--- config.mk ---
export PLATFORM = sky130hd
export DESIGN_NAME = draw_sprite_pipe
export DESIGN_NICKNAME = d
export VERILOG_FILES = /design/src/rtl/draw_sprite_pipe.sv
export SDC_FILE = /design/constraint.sdc
export NUM_CORES = 1
export LEC_CHECK = 0
export CAP_MARGIN = 20
export CORE_MARGIN = 4
export CORE_UTILIZATION = 35
export CTS_BUF_LIST = sky130_fd_sc_hd__clkbuf_8
export DETAILED_ROUTE_END_ITERATION = 12
export SLEW_MARGIN = 25
export SYNTH_ARGS = -nofsm -noshare
export SYNTH_HDL_FRONTEND = slang
export SYNTH_SLANG_ARGS = --single-unit
--- constraint.sdc ---
create_clock -name pclk -period 18.9 [get_ports pclk]
set_input_delay 1.89 -clock pclk [delete_from_list [all_inputs] [get_ports pclk]]
set_output_delay 1.89 -clock pclk [all_outputs]
set_load 0.03 [all_outputs]
--- src/rtl/draw_sprite_pipe.sv ---
// Sprite compositor: rotates/mirrors a ROM sprite over a video stream,
// with colour-key transparency and a frame-counted flash on mouse hit.
module draw_sprite_pipe #(
  parameter int          W            = 53,
  parameter int          H            = 54,
  parameter int          ROM_LAT      = 1,
  parameter logic [11:0] KEY_RGB      = 12'h000,
  parameter logic [11:0] FLASH_RGB    = 12'hfff,
  parameter int          FLASH_FRAMES = 30,
  localparam int         AW = (W * H > 1) ? $clog2(W * H) : 1
) (
  input  logic          pclk,
  input  logic          reset,
  input  logic [11:0]   hcount_in,
  input  logic [11:0]   vcount_in,
  input  logic          hsync_in,
  input  logic          vsync_in,
  input  logic          hblnk_in,
  input  logic          vblnk_in,
  input  logic [11:0]   rgb_in,
  output logic [11:0]   hcount_out,
  output logic [11:0]   vcount_out,
  output logic          hsync_out,
  output logic          vsync_out,
  output logic          hblnk_out,
  output logic          vblnk_out,
  output logic [11:0]   rgb_out,
  input  logic [11:0]   sprite_x,
  input  logic [11:0]   sprite_y,
  input  logic [1:0]    rotation,
  input  logic          mirror,
  input  logic          enable,
  input  logic [11:0]   xpos,
  input  logic [11:0]   ypos,
  input  logic          mouse_left,
  output logic [AW-1:0] pixel_addr,
  input  logic [11:0]   rgb_pixel,
  output logic          hit
);

  typedef struct packed {
    logic [11:0] h;
    logic [11:0] v;
    logic        hs;
    logic        vs;
    logic        hb;
    logic        vb;
    logic [11:0] rgb;
    logic        draw;
  } stage_t;

  logic [11:0] r_sx, r_sy;
  logic [1:0]  r_rot;
  logic        r_mir, r_en, r_vb_q;
  logic        r_ml, r_ml_q, r_hit;
  logic [7:0]  r_flash;
  logic [AW-1:0] r_addr;
  stage_t      r_p [0:ROM_LAT];
  logic [39:0] r_o;

  logic          w_vb_rise;
  logic [6:0]    w_bw, w_bh;
  logic          w_in_box, w_m_in, w_click;
  logic [6:0]    w_dx, w_dy, w_dxm, w_u, w_v;
  logic [AW-1:0] w_addr;
  stage_t        w_s0, w_s;
  logic [11:0]   w_rgb;

  // 13-bit compare so a box running past 4095 clips instead of wrapping
  function automatic logic in_span(input logic [11:0] p,
                                   input logic [11:0] s,
                                   input logic [6:0]  len);
    logic [12:0] p13, s13;
    p13 = {1'b0, p};
    s13 = {1'b0, s};
    return (p13 >= s13) && (p13 < s13 + 13'(len));
  endfunction

  assign w_vb_rise = vblnk_in & ~r_vb_q;
  assign w_bw = r_rot[0] ? 7'(H) : 7'(W);
  assign w_bh = r_rot[0] ? 7'(W) : 7'(H);

  assign w_in_box = in_span(hcount_in, r_sx, w_bw)
                 && in_span(vcount_in, r_sy, w_bh);
  assign w_m_in = in_span(xpos, r_sx, w_bw)
               && in_span(ypos, r_sy, w_bh);

  assign w_dx  = hcount_in[6:0] - r_sx[6:0];
  assign w_dy  = vcount_in[6:0] - r_sy[6:0];
  assign w_dxm = r_mir ? (w_bw - 7'd1 - w_dx) : w_dx;

  always_comb begin
    w_u = w_dxm;
    w_v = w_dy;
    unique case (r_rot)
      2'd0: begin
        w_u = w_dxm;
        w_v = w_dy;
      end
      2'd1: begin
        w_u = w_dy;
        w_v = 7'(H - 1) - w_dxm;
      end
      2'd2: begin
        w_u = 7'(W - 1) - w_dxm;
        w_v = 7'(H - 1) - w_dy;
      end
      default: begin
        w_u = 7'(W - 1) - w_dy;
        w_v = w_dxm;
      end
    endcase
  end

  assign w_addr = AW'(w_v) * AW'(W) + AW'(w_u);

  assign w_s0 = '{h: hcount_in, v: vcount_in,
                  hs: hsync_in, vs: vsync_in,
                  hb: hblnk_in, vb: vblnk_in,
                  rgb: rgb_in, draw: w_in_box & r_en};

  always_ff @(posedge pclk) begin
    if (reset) begin
      r_sx   <= '0;
      r_sy   <= '0;
      r_rot  <= '0;
      r_mir  <= 1'b0;
      r_en   <= 1'b0;
      r_vb_q <= 1'b0;
    end else begin
      r_vb_q <= vblnk_in;
      if (w_vb_rise) begin
        r_sx  <= sprite_x;
        r_sy  <= sprite_y;
        r_rot <= rotation;
        r_mir <= mirror;
        r_en  <= enable;
      end
    end
  end

  // side-band delay line lines up with ROM data after ROM_LAT+1 stages
  always_ff @(posedge pclk) begin
    if (reset) begin
      r_addr <= '0;
      for (int i = 0; i <= ROM_LAT; i++) r_p[i] <= '0;
    end else begin
      r_addr <= w_in_box ? w_addr : '0;
      r_p[0] <= w_s0;
      for (int i = 1; i <= ROM_LAT; i++) r_p[i] <= r_p[i-1];
    end
  end

  assign w_s = r_p[ROM_LAT];

  always_comb begin
    w_rgb = rgb_pixel;
    if (w_s.hb || w_s.vb)
      w_rgb = 12'h000;
    else if (!w_s.draw || rgb_pixel == KEY_RGB)
      w_rgb = w_s.rgb;
    else if (r_flash != 8'd0)
      w_rgb = FLASH_RGB;
  end

  always_ff @(posedge pclk) begin
    if (reset) r_o <= '0;
    else r_o <= {w_s.h, w_s.v, w_s.hs, w_s.vs,
                 w_s.hb, w_s.vb, w_rgb};
  end

  assign w_click = r_ml & ~r_ml_q & r_en & w_m_in;

  always_ff @(posedge pclk) begin
    if (reset) begin
      r_ml    <= 1'b0;
      r_ml_q  <= 1'b0;
      r_hit   <= 1'b0;
      r_flash <= '0;
    end else begin
      r_ml   <= mouse_left;
      r_ml_q <= r_ml;
      r_hit  <= w_click;
      if (w_click)
        r_flash <= 8'(FLASH_FRAMES);
      else if (w_vb_rise && r_flash != 8'd0)
        r_flash <= r_flash - 8'd1;
    end
  end

  assign {hcount_out, vcount_out, hsync_out, vsync_out,
          hblnk_out, vblnk_out, rgb_out} = r_o;
  assign pixel_addr = r_addr;
  assign hit        = r_hit;

endmodule

* Word level (Yosys, flattened, before mapping)
Memories as Yosys holds them, arrays and structs flattened.
Cells that the tools add are included.
** Word-level totals
- Register bits :: 92
- Memory bits (writable) :: 82
- Input bits :: 107
- Output and inout port bits :: 53
- Memories :: 1
** Cells by class
- $add $sub $neg :: 12
- Multiply operators :: 1
- $lt $le $gt $ge :: 8
- Equal/unequal tests :: 2
- Mux-type cells :: 14
- Bitwise operators :: 10
- Reductions and logical operators :: 17
** Memory list
- r_p :: depth 2, width 41, read ports 2, clocked after Yosys merged registers in 0, write ports 2, RTL line 58 : stage_t r_p [0:ROM_LAT];
** Operators by type and width (count)
- $mux 41 :: 2
- $lt 12x13->1 :: 4
- $ge 12x12->1 :: 4
- $pmux 7 s3 :: 2
- $sub 6x7->7 const A :: 4
- $add 12x6->13 :: 2
- $mux 12 :: 2
- $sub 7x7->7 :: 3
- $add 12x7->12 :: 1
- $logic_not 12->1 :: 1
- $mul 7x6->12 const B :: 1
- $mux 5 :: 2
- $reduce_bool 8->1 :: 1
- $sub 8x1->8 const B :: 1
- $logic_and 1x1->1 :: 7
- $mux 7 :: 1
- $sub 6x1->7 const B :: 1
- $reduce_or 2->1 :: 3
- $and 1x1->1 :: 5
- $mux 2 :: 2
- $mux 1 :: 3
- $not 1->1 :: 3
- $eq 2x1->1 const B :: 1
- $eq 2x2->1 const B :: 1
- 5 further kinds :: 7

* Logic depth before layout (Yosys ltp)
Gate-level depths: netlist of the first run.
- Depth in word-level cells :: 8
- Mapped depth :: 30
- Mapped depth without buffers :: 29

* Worst setup path before layout of the first run
No wires, ideal clock.
- Kind :: input to register
- From :: input hcount_in[0]
- To :: register r_addr[11], in the netlist pixel_addr[11]
- Library setup time :: 0.134 ns
- Arrival time :: 7.812 ns
- Required time :: 18.766 ns
- Slack :: 10.954 ns
- Cell stages on the path :: 25
- Path through :: inv_1 > ha_1 > fa_1 > inv_1 > fa_1 > nand2b_1 > xnor2_1 > nor2_1 > a21oi_1 > and2_2 > or2b_1 > a32o_1 > a2111o_1 > ha_1 > fa_1 > fa_1 > inv_1 > fa_1 > inv_1 > ha_1 > a21oi_1 > o21ai_0 > a2111o_1 > nand3_1 > nor4_1
** Between the ends
- Word-level cells in the longest chain between the ends :: 7
** RTL lines
- start: declaration :: RTL line 14 : input logic [11:0] hcount_in,
- $sub 7x7->7 :: RTL line 88 : assign w_dx = hcount_in[6:0] - r_sx[6:0];
- $sub 7x7->7 :: RTL line 90 : assign w_dxm = r_mir ? (w_bw - 7'd1 - w_dx) : w_dx;
- $mux 7 :: RTL line 90
- $sub 6x7->7 :: RTL line 102 : w_v = 7'(H - 1) - w_dxm;
- $pmux 7 s3 :: RTL line 95 : unique case (r_rot)
- $mul 7x6->12 :: RTL line 115 : assign w_addr = AW'(w_v) * AW'(W) + AW'(w_u);
- $add 12x7->12 :: RTL line 115
- end signal: assignment :: RTL line 148 : r_addr <= w_in_box ? w_addr : '0;
- end: declaration :: RTL line 57 : logic [AW-1:0] r_addr;
Several ways; a longest one is shown, not always the timed one.
A chain may end at the register's enable or synchronous reset.

* Worst setup path in the final report of the first run
Same ends and word-level chain as after synthesis.

==> results of run 1 <==
==> worst max-delay path, delay by kind of cell <==
family,cells,cell delay [ns]
simple gates,5,0.54
compound gates,8,1.83
buf+inv,7,0.86
fa+ha+maj,9,3.28
xor+xnor,1,0.28
==> Yosys cell counts (all sizes together), types with 13 or more instances <==
library cell and count:
ha 139, nor2 74, fa 15, nand2b 13
nor3 22, o21ai 37, xnor2 40, nor2b 115
a21o 20, a21oi 69, a211oi 23, xor2 13
inv 69, nand3 13, nand2 90, dfxtp 173
nor4 13, clkbuf 29
==> power groups by stage <==
stage          Combinational, mW  Clock (mW)  Sequential [mW]
3_5_place_dp               0.726           0            0.411
2_1_floorplan              0.550           0            0.419
6_report                   0.725       0.280            0.402
5_1_grt                    0.841       0.307            0.405
4_1_cts                    0.733       0.292            0.402
3_3_place_gp               0.716           0            0.410
==> flip-flops by register name, indices dropped and copies added (netlist names) <==
signal and count:
hit 1, pixel_addr 12, r_en 1, r_flash 8, r_mir 1, r_ml 1
r_ml_q 1, r_o 40, r_p 82, r_rot 2, r_sx 12, r_sy 12
==> metal layers <==
layer,vias to the layer above,part of all wire
met5,-,0
met4,0,0.012
met3,18,0.041
met2,172,0.45
met1,3488,0.49
li1,4013,-
==> metrics by stage <==
step	setup slack, ns	instances	instance area [µm²]	total power [mW]
2_1_floorplan	10.95	1081	9860	0.969
3_3_place_gp	10.18	1585	11800	1.13
3_5_place_dp	10.09	1585	11800	1.14
4_1_cts	10.58	1617	12200	1.43
5_1_grt	10.06	1617	12200	1.55
6_report	10.53	1617	12200	1.41
==> path summary, 6_finish.rpt <==
path	end	slack [ns]	cells after the start	startpoint
worst max-delay path	pixel_addr[11]	10.53	30	hcount_in[0]
worst min register to register	r_o[37]	0.43	1	r_p[0][79]
worst min-delay path	r_o[37]	0.43	1	r_p[0][79]
worst max register to register	pixel_addr[11]	12.09	29	r_rot[0]
==> kinds of logic (layout without fill, tap and decap cells) <==
family                     count (synthesis)  count (layout)  share of synthesized area
adders and majority gates                154             154                      0.207
buffers and inverters                    107             265                     0.0444
DFF                                      173             173                      0.351
xor gates and xnor gates                  54              54                     0.0512
and+or+nand+nor                          380             380                      0.201
AOI/OAI and AO/OA                        207             207                      0.138
muxes                                      6               6                    0.00622
==> final cells by class <==
| type | count | area [µm²] |
|---|---|---|
| Timing Repair Buffer | 164 | 1630 |
| Inverter | 69 | 259 |
| Tap cell | 378 | 473 |
| Fill cell | 2759 | 15600 |
| Sequential cell | 173 | 3460 |
| Clock inverter | 15 | 209 |
| Clock buffer | 17 | 234 |
| Multi-Input combinational cell | 801 | 5960 |
==> reports/qor.csv, run 1 <==
stage,metric,value,unit
yosys,yosysTopAreaCell,dfxtp_1,
setup_path,setup.worst_path.end_class,flop,
floorplan,rows,61,
global_routing,busiest_layer,met2,
layout,nNetsFinal,1487,
setup_path,cp_max_fo,4,
clocking,cts_htree_levels,4,
yosys,async_flop_share,0,
yosys,ys_seq_area_frac,0.351,
global_routing,grt_usage,0.155,
pwr,seq_power_share,0.286,
sta,period_share,0.443,
setup_path,crit_path_top_delay_cell,fa_1,
yosys,ys_warn_count,0,
layout,antenna_cells,0,
setup_path,arrival,8.70,ns
global_routing,antenna_found_initial,0,
floorplan,die_w,176,µm
yosys,syn-cell-area,9860,µm²
sta,whs,0.432,ns
placement,portBuffers,159,
global_routing,grt_pass1_vias,7488,
pwr,power_frac_comb,0.515,
clocking,cts_hold_buf,0,
placement,gp_congestion,0.845,
clocking,clockRootBuffer,clkbuf_8,
global_routing,grtUsageMet3,0.0258,
detailed_routing,dr.pass1.iters,6,
global_routing,grt_max_degree,85,
clocking,cts_made_buffers,17,
yosys,synth.distinct_cells,76,
pwr,p_clk_frac,0.199,
sta,fin_skew,0.0238,ns
sta,fin_crit,8.37,ns
detailed_routing,drt-vias-per-instance,4.76,
yosys,synthTopCellsByArea,"dfxtp_1 (35%), ha_1 (18%), nor2b_1 (7.3%)",
clocking,cts_buffer_depth,2,
pwr,swShare,0.419,
clocking,numClockSinks,173,
yosys,yosys_most_used_dff,dfxtp_1,
sta,tightest_slew,0.857,ns
floorplan,io_pins,160,
detailed_routing,drtAntennaViolNets,0,
setup_path,worstPathRequired,19.23,ns
clocking,clkTransAtPathRegs,0.12,ns
layout,final_common_cell,dfxtp_1,
yosys,syn_inst,1081,
yosys,postSynthAreaPerCell,9.12,µm²
yosys,ys_ff_latch,173,
layout,drive_gt1_frac,0.0468,
outcome,status,"complete, no violations",
floorplan,start_util,0.355,
pwr,p_leak,4.98,nW
clocking,postCtsSetupBuffers,0,
global_routing,grtUsageMet2,0.252,
global_routing,met1_usage,0.216,
detailed_routing,routedWlPerCell,14.9,µm
detailed_routing,vias,7691,
placement,hpwl,18800,µm
detailed_routing,drcViolationCount,0,
layout,final_util,0.440,
floorplan,dieArea,30900,µm²
clocking,clock_latency,0.47,ns
pwr,p_int,0.818,mW
sta,report.final.slew_viol_count,0,
floorplan,die_h,176,µm
pwr,ir_drop,0.000111,V
detailed_routing,drtIter0Drc,389,
sta,rsz0062_at_grt,no,
clocking,cts-resized-gates,0,
setup_path,cp-start-kind,primary input,
yosys,synth-edff-count,0,
floorplan,core_area,27800,µm²
sta,max_freq,0.119,GHz
sta,hold_viol_final,0,
layout,final_cell_mix,"dfxtp_1 (173), clkdlybuf4s50_1 (158), ha_1 (139), nor2b_1 (114), nand2_1 (90)",
sta,setup_tns,0,ns
flow_run,drv_cap,0,
setup_path,cpMostUsedCell,inv_1,
clocking,cts_tree,yes,
pwr,p_switching,0.590,mW
yosys,synth_top_area_frac,0.351,
layout,area_growth,24.0,%
setup_path,slowest_delay,0.56,ns
yosys,synth_nets,1342,
setup_path,critical_path_class,primary input to flop,
detailed_routing,routed_wl,24000,µm
hold_path,hold_class,flop to flop,
sta,slew-limit-headroom,0.428,
sta,setup_viol_count_final,0,
pwr,power.density,115,nW/µm²
global_routing,overflow,0,
global_routing,grt_pass1_wl,38400,µm
No activity file was read; power rests on OpenSTA's default activity.
==> run 2: changes to the inputs <==
Clock period 18.9 ns to 7.9 ns, I/O delays scaled along.
==> reports/qor.csv, run 2 (synthesis results as in run 1) <==
stage,metric,value,unit
global_routing,overflow,0,
setup_path,crit_path_top_delay_cell,fa_1,
setup_path,worstPathRequired,8.24,ns
placement,hpwl,18700,µm
pwr,p_leak,5.00,nW
clocking,clock_latency,0.48,ns
sta,period_share,0.920,
detailed_routing,drt-vias-per-instance,4.76,
setup_path,path_buf_inv,5,
outcome,status,"complete, no violations",
pwr,ir_drop,0.000250,V
layout,top_register,r_p,
sta,tightest_slew,0.870,ns
placement,portBuffers,159,
setup_path,critical_path_class,primary input to flop,
floorplan,die_h,176,µm
detailed_routing,drtAntennaViolNets,0,
sta,hold_viol_final,0,
setup_path,cp-start-kind,primary input,
hold_path,whs_path_depth,1,
setup_path,cp_max_fo,5,
floorplan,core_area,27800,µm²
detailed_routing,routed_wl,23900,µm
detailed_routing,drcViolationCount,0,
clocking,clockRootBuffer,clkbuf_8,
clocking,cts_tree,yes,
sta,fin_skew,0.0234,ns
global_routing,grt_pass1_wl,38600,µm
sta,max_freq,0.138,GHz
layout,antenna_cells,0,
clocking,cts_hold_buf,0,
floorplan,io_pins,160,
sta,setup_viol_count_final,0,
sta,report.final.slew_viol_count,0,
clocking,postCtsSetupBuffers,0,
detailed_routing,dr.pass1.iters,4,
clocking,cts_htree_levels,4,
global_routing,grt_max_degree,86,
setup_path,arrival,7.60,ns
floorplan,rows,61,
layout,fillers,2771,
global_routing,grt_pass1_vias,7503,
clocking,numClockSinks,173,
layout,area_growth,24.3,%
detailed_routing,drtIter0Drc,404,
layout,drive_gt1_frac,0.0483,
floorplan,dieArea,30900,µm²
setup_path,rr_worst_depth,23,
layout,final_common_cell,dfxtp_1,
layout,largest_reg_flops,82,
sta,fin_crit,7.27,ns
detailed_routing,routedWlPerCell,14.8,µm
hold_path,hold_class,flop to flop,
clocking,cts_made_buffers,17,
setup_path,cp.depth,25,
layout,nNetsFinal,1489,
clocking,clkTransAtPathRegs,0.11,ns
setup_path,slowest_delay,0.54,ns
sta,setup_tns,0,ns
detailed_routing,vias,7700,
floorplan,start_util,0.355,
global_routing,antenna_found_initial,0,
setup_path,cpMostUsedCell,fa_1,
clocking,cts_buffer_depth,2,
sta,rsz0062_at_grt,no,
sta,slew-limit-headroom,0.420,
setup_path,path_delay_family,adder cells,
clocking,cts-resized-gates,0,
layout,reg.largest.list,"r_p (82), r_o (40)",
global_routing,grt_usage,0.155,
pwr,power.density,276,nW/µm²
floorplan,die_w,176,µm
layout,final_cell_mix,"dfxtp_1 (173), clkdlybuf4s50_1 (158), ha_1 (139), nor2b_1 (114), nand2_1 (90)",
setup_path,setup.worst_path.end_class,flop,
layout,final_util,0.441,
flow_run,drv_cap,0,
placement,gp_congestion,0.854,
## run 2: cell types whose count changed in the layout (fill, tap and decap cells not counted)
cell and delta:
clkinv_4 -2, inv_6 +1, inv_16 +1, buf_4 +2
## run 2: cell type report
cell class	count	area, µm²	share of cell area
multi-input combinational	801	5960	0.486
timing repair buffer	166	1640	0.134
sequential	173	3460	0.283
clock buffer	17	234	0.0191
inverter	69	259	0.0211
tap	378	473	0.0386
clock inverter	15	220	0.0180
## run 2: per-layer routing
layer | global-route usage | share of wire | vias to the layer above
met5 | 0 | 0 | -
met2 | 0.255 | 0.45 | 154
met4 | 0.0413 | 0.015 | 0
met3 | 0.0243 | 0.036 | 24
met1 | 0.214 | 0.50 | 3515
li1 | - | - | 4007
## run 2: metrics by stage
step	total power [mW]	setup slack (ns)	instances	hold WS, ns	area (µm²)
global placement	2.69	0.290	1587	0.415	11800
CTS	3.43	0.689	1619	0.433	12200
global route	3.75	0.198	1619	0.447	12200
detailed placement	2.72	0.169	1587	0.422	11800
floorplan	2.32	1.05	1081	0.414	9860
finish	3.38	0.633	1619	0.430	12200
## run 2: final timing paths
path,start,to,slack [ns]
setup / recovery,hcount_in[0],pixel_addr[11],0.63
hold / removal,r_p[0][24],r_p[0][65],0.43
setup reg to reg,r_sx[0],pixel_addr[11],1.15
hold reg to reg,r_p[0][24],r_p[0][65],0.43
## run 2: worst reg2reg max path, delay by kind of cell (launching register included)
family | cells | cell delay, ns
and+or+nand+nor | 5 | 0.72
buffers and inverters | 3 | 0.16
DFF | 1 | 0.36
AOI/OAI and AO/OA | 7 | 1.97
adders and majority gates | 8 | 3.41
## run 2: power breakdown
group          switching [mW]  internal [mW]
logic                   0.966          0.772
registers              0.0293          0.930
clock network           0.425          0.260
==> run 3: changes to the inputs <==
Settings changed: PLACE_DENSITY_LB_ADDON set to 0.1, SKIP_CTS_REPAIR_TIMING set to 1.
==> reports/qor.csv, run 3 (synthesis results as in run 1) <==
stage,metric,value,unit
setup_path,crit_path_top_delay_cell,fa_1,
sta,setup_viol_count_final,0,
layout,final_common_cell,dfxtp_1,
layout,largest_reg_flops,82,
sta,fin_crit,7.24,ns
detailed_routing,drtAntennaViolNets,0,
floorplan,io_pins,160,
sta,max_freq,0.138,GHz
detailed_routing,dr_wl_met2,11100,µm
placement,gp_congestion,0.863,
sta,tightest_slew,0.757,ns
sta,report.final.slew_viol_count,0,
layout,antenna_cells,0,
clocking,cts_tree,yes,
flow_run,drv_cap,0,
global_routing,grt_pass1_wl,39300,µm
pwr,p_switching,1.46,mW
layout,reg.largest.list,"r_p (82), r_o (40)",
pwr,p_leak,5.00,nW
clocking,clock_latency,0.47,ns
layout,top_register,r_p,
global_routing,antenna_found_initial,0,
clocking,numClockSinks,173,
setup_path,cp-start-kind,primary input,
sta,fin_skew,0.0183,ns
clocking,clkTransAtPathRegs,0.13,ns
pwr,power_frac_comb,0.517,
global_routing,overflow,0,
setup_path,critical_path_class,primary input to flop,
setup_path,arrival,7.57,ns
layout,nNetsFinal,1490,
placement,portBuffers,159,
layout,area_growth,24.4,%
hold_path,whs_path_depth,1,
detailed_routing,routed.top_layer,met4,
placement,hpwl,19100,µm
pwr,seq_power_share,0.280,
pwr,p_clk_frac,0.202,
pwr,ir_drop,0.000273,V
sta,hold_viol_final,0,
detailed_routing,dr.pass1.iters,4,
clocking,clockRootBuffer,clkbuf_8,
setup_path,worstPathRequired,8.23,ns
detailed_routing,routed_wl,24400,µm
clocking,cts_buffer_depth,2,
sta,whs,0.431,ns
clocking,cts_htree_levels,4,
setup_path,cpMostUsedCell,fa_1,
layout,drive_gt1_frac,0.0491,
global_routing,grt_pass1_vias,7547,
setup_path,cp_max_fo,5,
floorplan,die_w,176,µm
sta,setup_tns,0,ns
hold_path,hold_class,flop to flop,
detailed_routing,drtIter0Drc,395,
setup_path,rr_worst_depth,23,
sta,rsz0062_at_grt,no,
setup_path,setup.worst_path.end_class,flop,
layout,fillers,2767,
detailed_routing,drcViolationCount,0,
pwr,swShare,0.426,
detailed_routing,vias,7709,
detailed_routing,drt-vias-per-instance,4.76,
detailed_routing,wl_met1,12000,µm
detailed_routing,routedWlPerCell,15.1,µm
floorplan,die_h,176,µm
layout,final_cell_mix,"dfxtp_1 (173), clkdlybuf4s50_1 (158), ha_1 (139), nor2b_1 (114), nand2_1 (90)",
floorplan,start_util,0.355,
sta,period_share,0.917,
setup_path,slowest_delay,0.55,ns
floorplan,dieArea,30900,µm²
outcome,status,"complete, no violations",
clocking,cts_made_buffers,17,
floorplan,rows,61,
global_routing,grt_max_degree,100,
placement,place_ws,0.151,ns
floorplan,core_area,27800,µm²
sta,setup_slack,0.660,ns
sta,slew-limit-headroom,0.495,
global_routing,grt_usage,0.158,
pwr,power.density,279,nW/µm²
detailed_routing,wl_met3,1030,µm
pwr,p_int,1.97,mW
-- run 3: through the flow --
step	utilization	std cells	power, mW	area, µm²
3_3_place_gp	0.425	1588	2.74	11800
6_report	0.441	1620	3.43	12300
3_5_place_dp	0.425	1588	2.75	11800
2_1_floorplan	-	1081	2.32	9860
4_1_cts	0.441	1620	3.46	12300
5_1_grt	0.441	1620	3.76	12300
-- run 3: path summary, 6_finish.rpt --
path | end | slack (ns) | startpoint
max | pixel_addr[11] | 0.66 | hcount_in[0]
min | r_o[33] | 0.43 | r_p[0][75]
max reg2reg | pixel_addr[11] | 1.17 | r_sx[0]
min reg2reg | r_o[33] | 0.43 | r_p[0][75]
-- run 3: power groups by stage --
stage | Clock [mW] | Combinational, mW | Sequential (mW)
5_1_grt | 0.748 | 2.05 | 0.968
2_1_floorplan | 0 | 1.32 | 1.00
3_5_place_dp | 0 | 1.77 | 0.981
6_report | 0.693 | 1.77 | 0.960
4_1_cts | 0.715 | 1.79 | 0.961
3_3_place_gp | 0 | 1.76 | 0.980
-- run 3: cell type report --
type                       count  area, µm²  share of cell area
clock buffer                  17        234              0.0191
clock inverter                15        218              0.0178
inverter                      69        259              0.0211
multi-input combinational    801       5960               0.486
sequential                   173       3460               0.283
tap                          378        473              0.0386
timing repair buffer         167       1650               0.135
-- run 3: layer usage --
metal | global-route usage | vias to the layer above
met2 | 0.259 | 159
met1 | 0.217 | 3513
li1 | - | 4013
met4 | 0.0406 | 0
met5 | 0 | -
met3 | 0.0263 | 24
-- run 3: worst max-delay path: cells and delay by family --
kind / cells / cell delay, ns
AND/OR/NAND/NOR: 5 / 0.69
buffers and inverters: 5 / 0.71
adder cells (fa/ha/maj): 8 / 3.40
AO/OA/AOI/OAI: 7 / 1.97
